<file path="src/rtl/player_sprite_render.sv">
// Player sprite stage: moves and faces the player once per frame, then turns
// each scan pixel into a sprite ROM address and a registered colour/opaque pair.
module player_sprite_render #(
   parameter int          ADDRESS    = 11,
   parameter int          COLOR_BITS = 24,
   parameter int          SPRITE_W   = 32,
   parameter int          SPRITE_H   = 64,
   parameter int          SCREEN_W   = 640,
   parameter int          SCREEN_H   = 480,
   parameter int          SPEED      = 2,
   parameter logic [23:0] KEY_COLOR  = 24'hFF00FF,
   parameter int          INIT_X     = 304,
   parameter int          INIT_Y     = 400
) (
   input  logic                  clk,
   input  logic                  reset,
   input  logic                  frame_tick,
   input  logic                  btn_left,
   input  logic                  btn_right,
   input  logic                  btn_up,
   input  logic                  btn_down,
   input  logic                  video_on,
   input  logic [9:0]            pix_x,
   input  logic [9:0]            pix_y,
   output logic [ADDRESS-1:0]    rom_addr,
   input  logic [COLOR_BITS-1:0] rom_data,
   output logic [9:0]            pos_x,
   output logic [9:0]            pos_y,
   output logic                  facing_left,
   output logic [COLOR_BITS-1:0] pix_color,
   output logic                  pix_opaque
);

   localparam logic [COLOR_BITS-1:0] KEY   = KEY_COLOR[COLOR_BITS-1:0];
   localparam logic signed [10:0]    MAX_X = 11'(SCREEN_W - SPRITE_W);
   localparam logic signed [10:0]    MAX_Y = 11'(SCREEN_H - SPRITE_H);
   localparam logic signed [10:0]    STEP  = 11'(SPEED);

   typedef enum logic {FACE_RIGHT = 1'b0, FACE_LEFT = 1'b1} face_t;

   face_t                 face;
   logic [9:0]            next_x, next_y;
   logic [10:0]           px, py, bx, by, dx, dy, col;
   logic                  hit;
   logic [ADDRESS-1:0]    lin_addr;
   logic                  hit_d1;
   logic                  opaque;

   // Signed 11-bit step-and-clamp keeps moves past either edge from wrapping.
   function automatic logic [9:0] step_clamp(input logic [9:0] cur, input logic dec,
                                             input logic inc, input logic signed [10:0] max_v);
      logic signed [10:0] n;
      n = $signed({1'b0, cur});
      if (dec & ~inc)
         n = n - STEP;
      else if (inc & ~dec)
         n = n + STEP;
      if (n < 0)
         n = '0;
      else if (n > max_v)
         n = max_v;
      return n[9:0];
   endfunction

   assign next_x      = step_clamp(pos_x, btn_left, btn_right, MAX_X);
   assign next_y      = step_clamp(pos_y, btn_up, btn_down, MAX_Y);
   assign facing_left = (face == FACE_LEFT);

   // NOTE: sequential state uses non-blocking assignments so every register
   // samples pre-edge values regardless of statement order.
   always_ff @(posedge clk) begin
      if (reset) begin
         pos_x <= 10'(INIT_X);
         pos_y <= 10'(INIT_Y);
         face  <= FACE_RIGHT;
      end else if (frame_tick) begin
         pos_x <= next_x;
         pos_y <= next_y;
         case (face)
            FACE_RIGHT: if (btn_left & ~btn_right) face <= FACE_LEFT;
            FACE_LEFT:  if (btn_right & ~btn_left) face <= FACE_RIGHT;
            default:    face <= FACE_RIGHT;
         endcase
      end
   end

   // NOTE: every always_comb output gets a default first so no path infers a latch.
   always_comb begin
      px  = {1'b0, pix_x};
      py  = {1'b0, pix_y};
      bx  = {1'b0, pos_x};
      by  = {1'b0, pos_y};
      dx  = px - bx;
      dy  = py - by;
      hit = video_on && (px >= bx) && (px < bx + 11'(SPRITE_W))
                     && (py >= by) && (py < by + 11'(SPRITE_H));
      col = dx;
      if (face == FACE_LEFT)
         col = 11'(SPRITE_W - 1) - dx;
      lin_addr = ADDRESS'(dy) * ADDRESS'(SPRITE_W) + ADDRESS'(col);
   end

   assign opaque = hit_d1 && (rom_data != KEY);

   // NOTE: every pipeline register is reset, so in-flight pixels are dropped
   // and the outputs read 0 until fresh pixels have crossed both stages.
   always_ff @(posedge clk) begin
      if (reset) begin
         rom_addr   <= '0;
         hit_d1     <= 1'b0;
         pix_color  <= '0;
         pix_opaque <= 1'b0;
      end else begin
         rom_addr   <= hit ? lin_addr : '0;
         hit_d1     <= hit;
         pix_opaque <= opaque;
         pix_color  <= opaque ? rom_data : '0;
      end
   end

endmodule
</file>
<file path="config.mk">
export PLATFORM = sky130hd
export DESIGN_NAME = player_sprite_render
export DESIGN_NICKNAME = d
export VERILOG_FILES = /design/src/rtl/player_sprite_render.sv
export SDC_FILE = /design/constraint.sdc
export NUM_CORES = 1
export LEC_CHECK = 0
export CAP_MARGIN = 10
export CELL_PAD_IN_SITES_DETAIL_PLACEMENT = 0
export CELL_PAD_IN_SITES_GLOBAL_PLACEMENT = 2
export CORE_MARGIN = 3
export CORE_UTILIZATION = 26
export CTS_CLUSTER_DIAMETER = 120
export DETAILED_ROUTE_END_ITERATION = 10
export GPL_TIMING_DRIVEN = 0
export PLACE_DENSITY = 0.88
export SYNTH_ARGS = -nofsm -noshare
export SYNTH_HDL_FRONTEND = slang
export SYNTH_SLANG_ARGS = --single-unit
</file>
<file path="constraint.sdc">
create_clock -name clk -period 3.3 [get_ports clk]
set_input_delay 0.495 -clock clk [delete_from_list [all_inputs] [get_ports clk]]
set_output_delay 0.495 -clock clk [all_outputs]
set_load 0.05 [all_outputs]
</file>
=== After elaboration in Yosys (flattened, before gate mapping) ===
Cells that the tools add are included.

* Magnitude comparators: 8
* Reduce and logical (&&, ||, !) cells: 7
* Equality and inequality tests: 1
* Bitwise logic cells: 11
* Muxes and demuxes: 12
* $add $sub $neg: 10

{| class="wikitable"
|+ Operators by type and width
! operator !! count
|-
| $mux W11 || 5
|-
| $mux W10 || 4
|-
| $ne A24 B24 Y1 const B || 1
|-
| $add A10 B2 Y11 const B || 2
|-
| $lt A10 B11 Y1 || 2
|-
| $lt A11 B1 Y1 const B || 2
|-
| $sub A10 B2 Y11 const B || 2
|-
| $ge A10 B10 Y1 || 2
|-
| $add A10 B6 Y11 const B || 1
|-
| $add A10 B7 Y11 const B || 1
|-
| $add A11 B11 Y11 || 1
|-
| $gt A11 B10 Y1 const B || 1
|-
| $gt A11 B11 Y1 const B || 1
|-
| $sub A10 B10 Y11 || 1
|-
| $sub A5 B11 Y11 const A || 1
|-
| $not A1 Y1 || 7
|-
| $sub A6 B6 Y6 || 1
|-
| $logic_and A1 B1 Y1 || 5
|-
| $and A1 B1 Y1 || 4
|-
| $reduce_or A2 Y1 || 2
|-
| $mux W1 || 2
|-
| $pmux W1 S2 || 1
|}

* Bits in registers: 58
* Word-level logic and storage cells: 56
* Output and inout port bits: 57

=== Depth between registers and ports, before layout ===
Gate-level depths: netlist of run 1.

* Depth in word-level cells: 7
* Depth in mapped cells: 18
* Gate-level depth less buffers: 16

=== Least setup slack after synthesis of run 1 ===
No wires, ideal clock.

* Path kind: register to register
* Start: register pos_x[6]
* End: register rom_addr[10]
* Path slack: -693 ps
* Cell stages (with the launch flop): 18
* Arrival time: 3879 ps
* Required time: 3185 ps
* Cells stage by stage: dfxtp_1 inv_1 ha_1 clkbuf_1 and3b_1 o221a_2 a211oi_1 ha_1 nand2_1 o21ai_0 ha_1 a211oi_1 o21bai_1 a21oi_1 xnor2_1 xnor2_1 xnor2_1 nor2_1

* Longest elaborated chain between the ends: 7
* Elaborated cells on any way between the ends: 13

{| class="wikitable"
|+ RTL lines
! what !! RTL line !! RTL
|-
| from (decl) || 27 || <nowiki>output logic [9:0] pos_x,</nowiki>
|-
| from (signal assigned) || 73 || <nowiki>pos_x <= 10'(INIT_X);</nowiki>
|-
| from (signal assigned) || 77 || <nowiki>pos_x <= next_x;</nowiki>
|-
| parallel branches: the longest is 7 deep, another holds $sub A10 B10 Y11 || n/a ||
|-
| to (signal assigned) || 114 || <nowiki>rom_addr <= hit ? lin_addr : '0;</nowiki>
|-
| to (decl) || 25 || <nowiki>output logic [ADDRESS-1:0] rom_addr,</nowiki>
|}

Parallel ways; which one is timed is not known.
A chain may end at the register's enable or synchronous reset.

=== Worst setup path after layout of run 1 ===
* Start: input btn_left
* End: register pos_x[3]

* Longest elaborated chain between the ends: 7
* Elaborated cells on any way between the ends: 9

{| class="wikitable"
|+ RTL lines
! what !! RTL line !! RTL
|-
| from (decl) || 18 || <nowiki>input logic btn_left,</nowiki>
|-
| $not A1 Y1 || 56 || <nowiki>else if (inc & ~dec)</nowiki>
|-
| $and A1 B1 Y1 || 56 ||
|-
| $mux W11 || 56 ||
|-
| $mux W11 (*) || 54 || <nowiki>if (dec & ~inc)</nowiki>
|-
| $gt A11 B11 Y1 || 60 || <nowiki>else if (n > max_v)</nowiki>
|-
| $mux W10 || 60 ||
|-
| $mux W10 (*) || 58 || <nowiki>if (n < 0)</nowiki>
|}

Every way passes the cells marked *; elsewhere a longest branch is shown, timed or not.

==> qor.yml, run 1 <==
outcome:
  status: "finished clean"
final_layout:
  multiInputGateArea_um2: 3090
  final_cell_area_um2: 6130
  antenna_cells: 0
  drive_above_1_share_pct: 17.2
  final_cell_mix: "clkdlybuf4s50_1 (99), dfxtp_1 (47), ha_1 (33), nor2_1 (31), xnor2_1 (31)"
  fill_cells: 1553
  seq_area_um2: 1150
  area_delta_synth_final_pct: 49.1
  final_common_cell: "clkdlybuf4s50_1"
  nets: 723
clock_network:
  cts_tree: "done"
  ctsLongestPathBuffers: 2
  clk_latency_ns: 0.31
  holdBufCountCts: 0
  cts.sinks: 56
  cts.clk_slew.worst_paths_ns: 0.08
  clock-root-buffer: "clkbuf_16"
  cts_buffers: 5
  h-tree-depth: 2
synthesis:
  synthArstFlopShare_pct: 0
  synth_top_area_share_pct: 27.3
  postSynthCellCount: 489
  synth_cell_types: 72
  synth_warnings: 0
  syn_area_um2: 4110
  synth_edf_count: 0
  synth_seq_area_share_pct: 27.3
  yosysTopAreaCell: "dfxtp_1"
  syn_avg_cell_area_um2: 8.41
  ys_ff_latch: 56
  ys.flop_type: "dfxtp_1"
  synth.area.top_cells: "dfxtp_1 (27%), ha_1 (13%), xnor2_1 (7.0%)"
critical_path:
  cp_num_cells: 7
  critical_path_required_ns: 3.54
  crit_buf_inv: 1
  crit_type: "input pin to flop"
  cp-end-kind: "flop"
  crit_path_start_kind: "input pin"
  max_stage_delay_ns: 0.80
  crit_arrival_ns: 3.48
  crit_fanout: 8
  crit_slowest_cell: "o32ai_1"
  cp_cell_sequence: "clkdlybuf4s50_1 > or4b_4 > or2_2 > o32ai_1 > a311oi_2 > nor3_1 > a22o_1"
  path_delay_family: "compound AO/OA/AOI/OAI gates"
  reg2regPathDepth: 17
timing:
  fin_ws_ns: 0.0623
  setup_viol: 0
  rsz0062_at_grt: "true"
  period_minus_slack_ns: 3.24
  slew_headroom_pct: 38.4
  finalHoldViolations: 0
  fin_crit_sh_pct: 98.1
  max_freq_mhz: 309
  tightestPinTransition_ns: 0.921
  clock_skew_ns: 0.0136
  maxSlewViolCount: 0
global_routing:
  grt_max_degree: 20
  gr-total-overflow: 0
  grt_usage_pct: 14.5
  grt_pass1_wl_um: 20800
  grt_antenna_before_repair: 0
  grt_pass1_vias: 4092
job:
  drv_cap: 0
die:
  row_count: 45
  design.die.area_um2: 17400
  start_util_pct: 26.9
  die_w_um: 132
  die_h_um: 132
  core_um2: 15300
  io_pins: 109
placed_design:
  place_area_um2: 5580
  io_buffers: 105
  hpwl_um: 9830
  gp_congestion: 0.848
  dp_slack_ns: -0.825
detailed_routing:
  drtPass1Iterations: 4
  routed_wl_um: 12900
  drc: 0
  wl_per_cell_um: 15.4
  ant_nets: 0
  vias: 4104
  drt-vias-per-instance: 4.90
  drtIter0Drc: 186
pwr:
  ir_drop_uv: 213
  pwr-share-comb_pct: 43.5
  power_switching_uw: 809
  clkPwrFrac_pct: 24.8
  power_mw: 2.27
  pwr_density_cell_nw_per_um2: 370
  p_seq_share_pct: 31.7
  p_leak_nw: 2.33
  power.internal_mw: 1.46
  p_sw_share_pct: 35.7
worst_hold_path:
  whs_path_depth: 2
  hold_class: "flop to flop"
-- stage by stage --
stage                     std cells  setup TNS [ns]  util (%)  hold WS (ns)
after floorplan                 491               0         -         0.580
after global placement          807           -2.30      36.4         0.544
after detailed placement        807           -2.36      36.4         0.541
after CTS                       829               0      39.0         0.555
after global routing            838          -0.196      40.0         0.628
final                           838               0      40.0         0.544
-- state kept, by name, summed over array words and instances (netlist names) --
signal / flops
pix_color: 24
rom_addr: 11
pos_x: 9
pos_y: 9
facing_left: 1
hit_d1: 1
pix_opaque: 1
-- cell usage after synthesis (all sizes together) (4+ instances only) --
cell type  instances
a211oi            11
nand3             16
inv               34
nor3b              4
nand2b             7
buf                5
or2                7
xor2               7
a22o               5
nor2              31
nand2             19
a2111oi            4
a21o              10
o32ai              4
o21ai             22
dfxtp             56
xnor2             33
o22ai              7
clkbuf            15
o21a               5
a22oi              4
nor4               4
nand4              5
ha                42
nor2b              7
nor3              20
a21oi             15
or3                5
and2              26
-- worst reg2reg max path, stage by stage (launching register included) --
cell      delay, ns
dfxtp_4        0.37
inv_4          0.07
ha_4           0.28
buf_8          0.13
and3b_1        0.19
o221a_4        0.12
a211oi_4       0.29
ha_4           0.26
nand2_2        0.08
o21ai_4        0.08
ha_4           0.27
a211oi_2       0.20
o21bai_1       0.10
a21oi_1        0.16
xnor2_1        0.16
xnor2_1        0.16
xnor2_1        0.15
nor2_1         0.06
-- final cells by class --
class / count / area share, %
buffer: 16 / 1.35
clock buffer: 5 / 2.04
clock inverter: 3 / 0.428
inverter: 34 / 2.28
multi-input combinational: 381 / 50.4
sequential: 56 / 18.7
tap: 211 / 4.30
timing repair buffer: 132 / 20.5
-- power groups by stage --
| stage | Sequential [mW] | Combinational (mW) | Clock [mW] |
|---|---|---|---|
| global route | 0.723 | 1.08 | 0.605 |
| floorplan | 0.801 | 0.508 | 0 |
| finish | 0.720 | 0.986 | 0.563 |
| detailed placement | 0.742 | 0.792 | 0 |
| CTS | 0.718 | 0.906 | 0.585 |
| global placement | 0.741 | 0.786 | 0 |
-- repair_timing --
action                                  CTS  global route
endpoints found under the setup margin    3            12
pin swaps                                21            23
hold endpoints to repair                  0             0
resized for setup                        33            25
buffers inserted                         16            11
-- logic make-up after synthesis --
family / synth area share, %
AO/OA/AOI/OAI: 20.8
multiplexers: 0.760
AND/OR/NAND/NOR: 23.1
other: 0.183
XOR/XNOR: 8.52
flip-flops: 27.3
adder cells (fa/ha/maj): 14.2
buffers and inverters: 5.17
-- per-layer routing --
metal / vias up / share of wire (%) / global-route usage [%]
met4: 0 / 1.4 / 3.97
met3: 18 / 5.5 / 3.51
met5: - / 0 / 0
met2: 121 / 47 / 24.8
li1: 2047 / - / -
met1: 1918 / 46 / 18.3
-- path summary, 6_finish.rpt --
check / from / end / slack (ns)
max: btn_left / pos_x[3] / 0.06
min: pos_x[9] / pos_x[9] / 0.54
max reg2reg: pos_x[6] / rom_addr[10] / 0.07
min reg2reg: pos_x[9] / pos_x[9] / 0.54
Power figures use the tool's default switching activity.
==> run 2, diff against run 1 <==
--- a/config.mk
+++ b/config.mk
@@ -13,7 +13,8 @@
 export CTS_CLUSTER_DIAMETER = 120
 export DETAILED_ROUTE_END_ITERATION = 10
 export GPL_TIMING_DRIVEN = 0
-export PLACE_DENSITY = 0.88
+export HOLD_SLACK_MARGIN = 0.06
+export PLACE_DENSITY_LB_ADDON = 0.1
 export SYNTH_ARGS = -nofsm -noshare
 export SYNTH_HDL_FRONTEND = slang
 export SYNTH_SLANG_ARGS = --single-unit
==> qor.yml, run 2 (synthesized netlist as in run 1, its figures left out) <==
final_layout:
  multiInputGateArea_um2: 3120
  final_cell_mix: "clkdlybuf4s50_1 (99), dfxtp_1 (45), ha_1 (32), xnor2_1 (31), nor2_1 (30)"
  finalNonFillerCells: 839
  top_register: "pix_color"
  area_delta_synth_final_pct: 50.3
  nets: 724
  antenna_cells: 0
  fill_cells: 1595
  final_common_cell: "clkdlybuf4s50_1"
  final_cell_area_um2: 6180
  drive_above_1_share_pct: 18.5
  largest_reg_flops: 24
  seq_area_um2: 1150
  top_regs: "pix_color x24, rom_addr x11"
clock_network:
  cts.clk_slew.worst_paths_ns: 0.08
  holdBufCountCts: 0
  cts_tree: "done"
  ctsLongestPathBuffers: 2
  clk_latency_ns: 0.31
  cts.sinks: 56
  h-tree-depth: 2
  clock-root-buffer: "clkbuf_16"
  cts_buffers: 5
die:
  design.die.area_um2: 17400
  start_util_pct: 26.9
  io_pins: 109
  row_count: 45
  die_w_um: 132
  core_um2: 15300
  die_h_um: 132
placed_design:
  placed_cells: 807
  hpwl_um: 10400
  place_area_um2: 5580
  gp_congestion: 0.788
  io_buffers: 105
timing:
  finalHoldViolations: 0
  maxSlewViolCount: 0
  period_minus_slack_ns: 3.23
  clock_skew_ns: 0.0132
  fin_crit_sh_pct: 97.8
  max_freq_mhz: 310
  slew_headroom_pct: 46.8
  tightestPinTransition_ns: 0.796
  setup_viol: 0
  rsz0062_at_grt: "true"
critical_path:
  crit_arrival_ns: 3.42
  crit_path_start_kind: "input pin"
  cp-end-kind: "flop"
  crit_type: "input pin to flop"
  critical_path_required_ns: 3.49
  reg2regPathDepth: 16
  crit_fanout: 5
detailed_routing:
  drtPass1Iterations: 4
  wl_per_cell_um: 15.9
  drc: 0
  drtIter0Drc: 163
  routed_wl_um: 13300
  drt-vias-per-instance: 4.77
  vias: 4006
  ant_nets: 0
global_routing:
  grt_pass1_wl_um: 21700
  grt_usage_pct: 15.3
  grt_antenna_before_repair: 0
  grt_max_degree: 20
  grt_pass1_vias: 4066
  gr-total-overflow: 0
job:
  drv_cap: 0
pwr:
  p_leak_nw: 2.33
  pwr_density_cell_nw_per_um2: 369
  ir_drop_uv: 201
worst_hold_path:
  hold_class: "flop to flop"
  whs_path_depth: 1
outcome:
  status: "finished clean"
run 2: routing by layer:
metal / track usage [%] / share of wire, % / vias to the layer above
met5: 0 / 0 / -
met4: 3.33 / 1.0 / 0
met3: 3.28 / 4.4 / 10
met2: 24.3 / 44 / 78
met1: 21.4 / 50 / 1871
li1: - / - / 2047
run 2: worst max-delay path, stage by stage:
cell and delay (ns):
dlygate4sd2_1 0.26, ha_4 0.24, or4b_4 0.55, o2111ai_4 0.09
a211oi_4 0.08, ha_4 0.29, nand2_2 0.05, o21ai_2 0.13
ha_4 0.24, a211oi_2 0.21, o21bai_1 0.10, a21oi_2 0.14
xnor2_1 0.15, xnor2_1 0.16, xnor2_1 0.15, nor2_1 0.07
run 2: layout make-up:
| type | count | share of cell area [%] |
|---|---|---|
| multi-input cells | 381 | 50.5 |
| repair buffers | 135 | 20.6 |
| flip-flops and latches | 56 | 18.6 |
| well taps | 211 | 4.27 |
| inverters | 34 | 2.39 |
| clock buffers | 5 | 2.02 |
| plain buffers | 14 | 1.17 |
| clock inverters | 3 | 0.405 |
run 2: stage by stage:
stage / TNS (ns) / hold slack (ns) / setup WS, ns / power [mW] / utilization (%)
floorplan: 0 / 0.580 / 0.00802 / 1.31 / -
global placement: -2.55 / 0.553 / -0.905 / 1.54 / 36.4
detailed placement: -2.72 / 0.552 / -0.911 / 1.54 / 36.4
CTS: -0.00749 / 0.584 / -0.00749 / 2.23 / 39.4
global route: -0.112 / 0.597 / -0.112 / 2.44 / 40.4
finish: 0 / 0.549 / 0.0740 / 2.28 / 40.4
run 2: worst paths after layout:
kind / startpoint / endpoint / slack, ns
setup / recovery: pix_x[4] / rom_addr[10] / 0.07
hold / removal: pos_y[1] / pos_y[1] / 0.55
setup reg to reg: pos_x[4] / rom_addr[10] / 0.08
hold reg to reg: pos_y[1] / pos_y[1] / 0.55
run 2: what timing repair did:
| item | 4_1_cts | 5_1_grt |
|---|---|---|
| setup buffers | 23 | 7 |
| pin swaps | 24 | 23 |
| gates resized for setup | 46 | 25 |
| setup endpoints to repair | 3 | 12 |
| gates cloned | 0 | 0 |
run 2: where the power goes:
| group | switching (mW) | internal (mW) |
|---|---|---|
| combinational | 0.508 | 0.485 |
| sequential | 0.0286 | 0.694 |
| clock | 0.278 | 0.288 |
| total | 0.814 | 1.47 |
==> run 3, diff against run 2 <==
--- a/config.mk
+++ b/config.mk
@@ -12,7 +12,6 @@
 export CORE_UTILIZATION = 26
 export CTS_CLUSTER_DIAMETER = 120
 export DETAILED_ROUTE_END_ITERATION = 10
-export GPL_TIMING_DRIVEN = 0
 export HOLD_SLACK_MARGIN = 0.06
 export PLACE_DENSITY_LB_ADDON = 0.1
 export SYNTH_ARGS = -nofsm -noshare
==> qor.yml, run 3 (synthesized netlist as in run 1, its figures left out) <==
detailed_routing:
  drc: 0
  drt-vias-per-instance: 4.72
  ant_nets: 0
  drtIter0Drc: 166
  drtPass1Iterations: 4
  vias: 4167
  wl_per_cell_um: 15.3
  routed_wl_um: 13500
placed_design:
  place_area_um2: 6050
  gp_congestion: 0.857
  hpwl_um: 10700
  io_buffers: 106
timing:
  finalHoldViolations: 0
  clock_skew_ns: 0.00882
  setup_viol: 0
  slew_headroom_pct: 57.8
  period_minus_slack_ns: 3.18
  fin_setup_tns_ns: 0
  fin_crit_sh_pct: 96.2
  maxSlewViolCount: 0
  tightestPinTransition_ns: 0.631
  max_freq_mhz: 315
critical_path:
  crit_buf_inv: 2
  cp-end-kind: "flop"
  critical_path_required_ns: 3.51
  r2r_setup_slack_ns: 0.15
  max_stage_delay_ns: 0.35
  crit_type: "input pin to flop"
  r2r-start: "pos_x[1]"
  crit_top_cell: "xnor2_1"
  crit_fanout: 4
  path_delay_family: "compound AO/OA/AOI/OAI gates"
  cp_cell_sequence: "dlygate4sd2_1 > ha_4 > nor2_1 > a2111oi_4 > o21a_1 > o31a_1 > buf_4 > xnor2_2 > ha_4 > a211oi_2 > o21bai_1 > a21oi_2 > xnor2_1 > xnor2_1 > xnor2_1 > nor2_1"
  crit_slowest_cell: "nor2_1"
  crit_path_start_kind: "input pin"
  cp-startpoint: "pix_x[4]"
  crit_arrival_ns: 3.38
job:
  drv_cap: 0
global_routing:
  grt_pass1_vias: 4134
  grt_pass1_wl_um: 21800
  gr-total-overflow: 0
  grt_antenna_before_repair: 0
  grt_usage_pct: 15.3
  grt_max_degree: 26
die:
  die_w_um: 132
  die_h_um: 132
  io_pins: 109
  row_count: 45
  design.die.area_um2: 17400
  core_um2: 15300
  start_util_pct: 26.9
clock_network:
  clock-root-buffer: "clkbuf_16"
  cts.sinks: 56
  clk_latency_ns: 0.31
  ctsLongestPathBuffers: 2
  h-tree-depth: 2
  cts_buffers: 5
  cts.clk_slew.worst_paths_ns: 0.08
  cts_tree: "done"
  holdBufCountCts: 0
final_layout:
  largest_reg_flops: 24
  drive_above_1_share_pct: 23.4
  fill_cells: 1534
  top_regs: "pix_color x24, rom_addr x11"
  nets: 768
  final_cell_area_um2: 6490
  seq_area_um2: 1140
  antenna_cells: 0
  final_common_cell: "clkdlybuf4s50_1"
  area_delta_synth_final_pct: 57.8
  final_cell_mix: "clkdlybuf4s50_1 (100), buf_4 (84), dfxtp_1 (49), ha_1 (32)"
  finish.utilization_pct: 42.4
  top_register: "pix_color"
  multiInputGateArea_um2: 3080
pwr:
  pwr_density_cell_nw_per_um2: 369
  power_mw: 2.39
  p_leak_nw: 2.57
  ir_drop_uv: 231
outcome:
  status: "finished clean"
worst_hold_path:
  hold_class: "flop to flop"
  holdCritStartpoint: "pos_x[9]"
## run 3: changes by cell type in the layout (fill, tap and decap cells not counted), sizes merged
cell / delta
buf: +52
clkbuf: -10
dlygate4sd2: +2
clkdlybuf4s15: -1
clkdlybuf4s50: +1
clkinv: +1
inv: -1
## run 3: through the flow
step	setup slack [ns]	hold WS [ns]	instances
2_1_floorplan	0.00802	0.580	491
3_3_place_gp	-0.660	0.547	862
3_5_place_dp	-0.735	0.563	862
4_1_cts	0.00200	0.576	875
5_1_grt	-0.0404	0.600	883
6_report	0.124	0.560	883
## run 3: layer usage
metal / vias to the layer above / routed length (µm) / part of all wire (%) / global-route usage, %
li1: 2136 / - / - / -
met1: 1944 / 6610 / 49 / 21.2
met2: 79 / 6230 / 46 / 24.6
met3: 8 / 523 / 3.9 / 3.17
met4: 0 / 124 / 0.92 / 3.38
met5: - / 0 / 0 / 0
## run 3: layout make-up
cell class                 count  share of cell area [%]
clock buffer                   5                    1.93
inverter                      34                    2.12
timing repair buffer         193                    26.4
sequential                    56                    17.6
multi-input combinational    381                    47.4
clock inverter                 3                   0.424
tap                          211                    4.07
## run 3: timing repair
| item | in CTS | in global routing |
|---|---|---|
| gates cloned | 0 | 0 |
| setup buffers | 5 | 7 |
| setup endpoints to repair | 2 | 1 |
| pin swaps | 16 | 23 |
| gates resized for setup | 24 | 20 |
## run 3: path summary, 6_finish.rpt
path | to | cells after the start
worst min-delay path | pos_x[9] | 2
worst min register to register | pos_x[9] | 2
worst max register to register | rom_addr[10] | 16
worst max-delay path | rom_addr[10] | 16
## run 3: report_power, final
part           switching (mW)  leakage [nW]  internal [mW]
sequential             0.0245         0.457          0.694
combinational           0.524          2.04          0.573
clock                   0.289        0.0719          0.290
## run 3: worst min-delay path, delay by kind of cell (launching register included)
kind | cells | cell delay (ns)
simple gates | 1 | 0.05
mux | 1 | 0.13
flops | 1 | 0.34
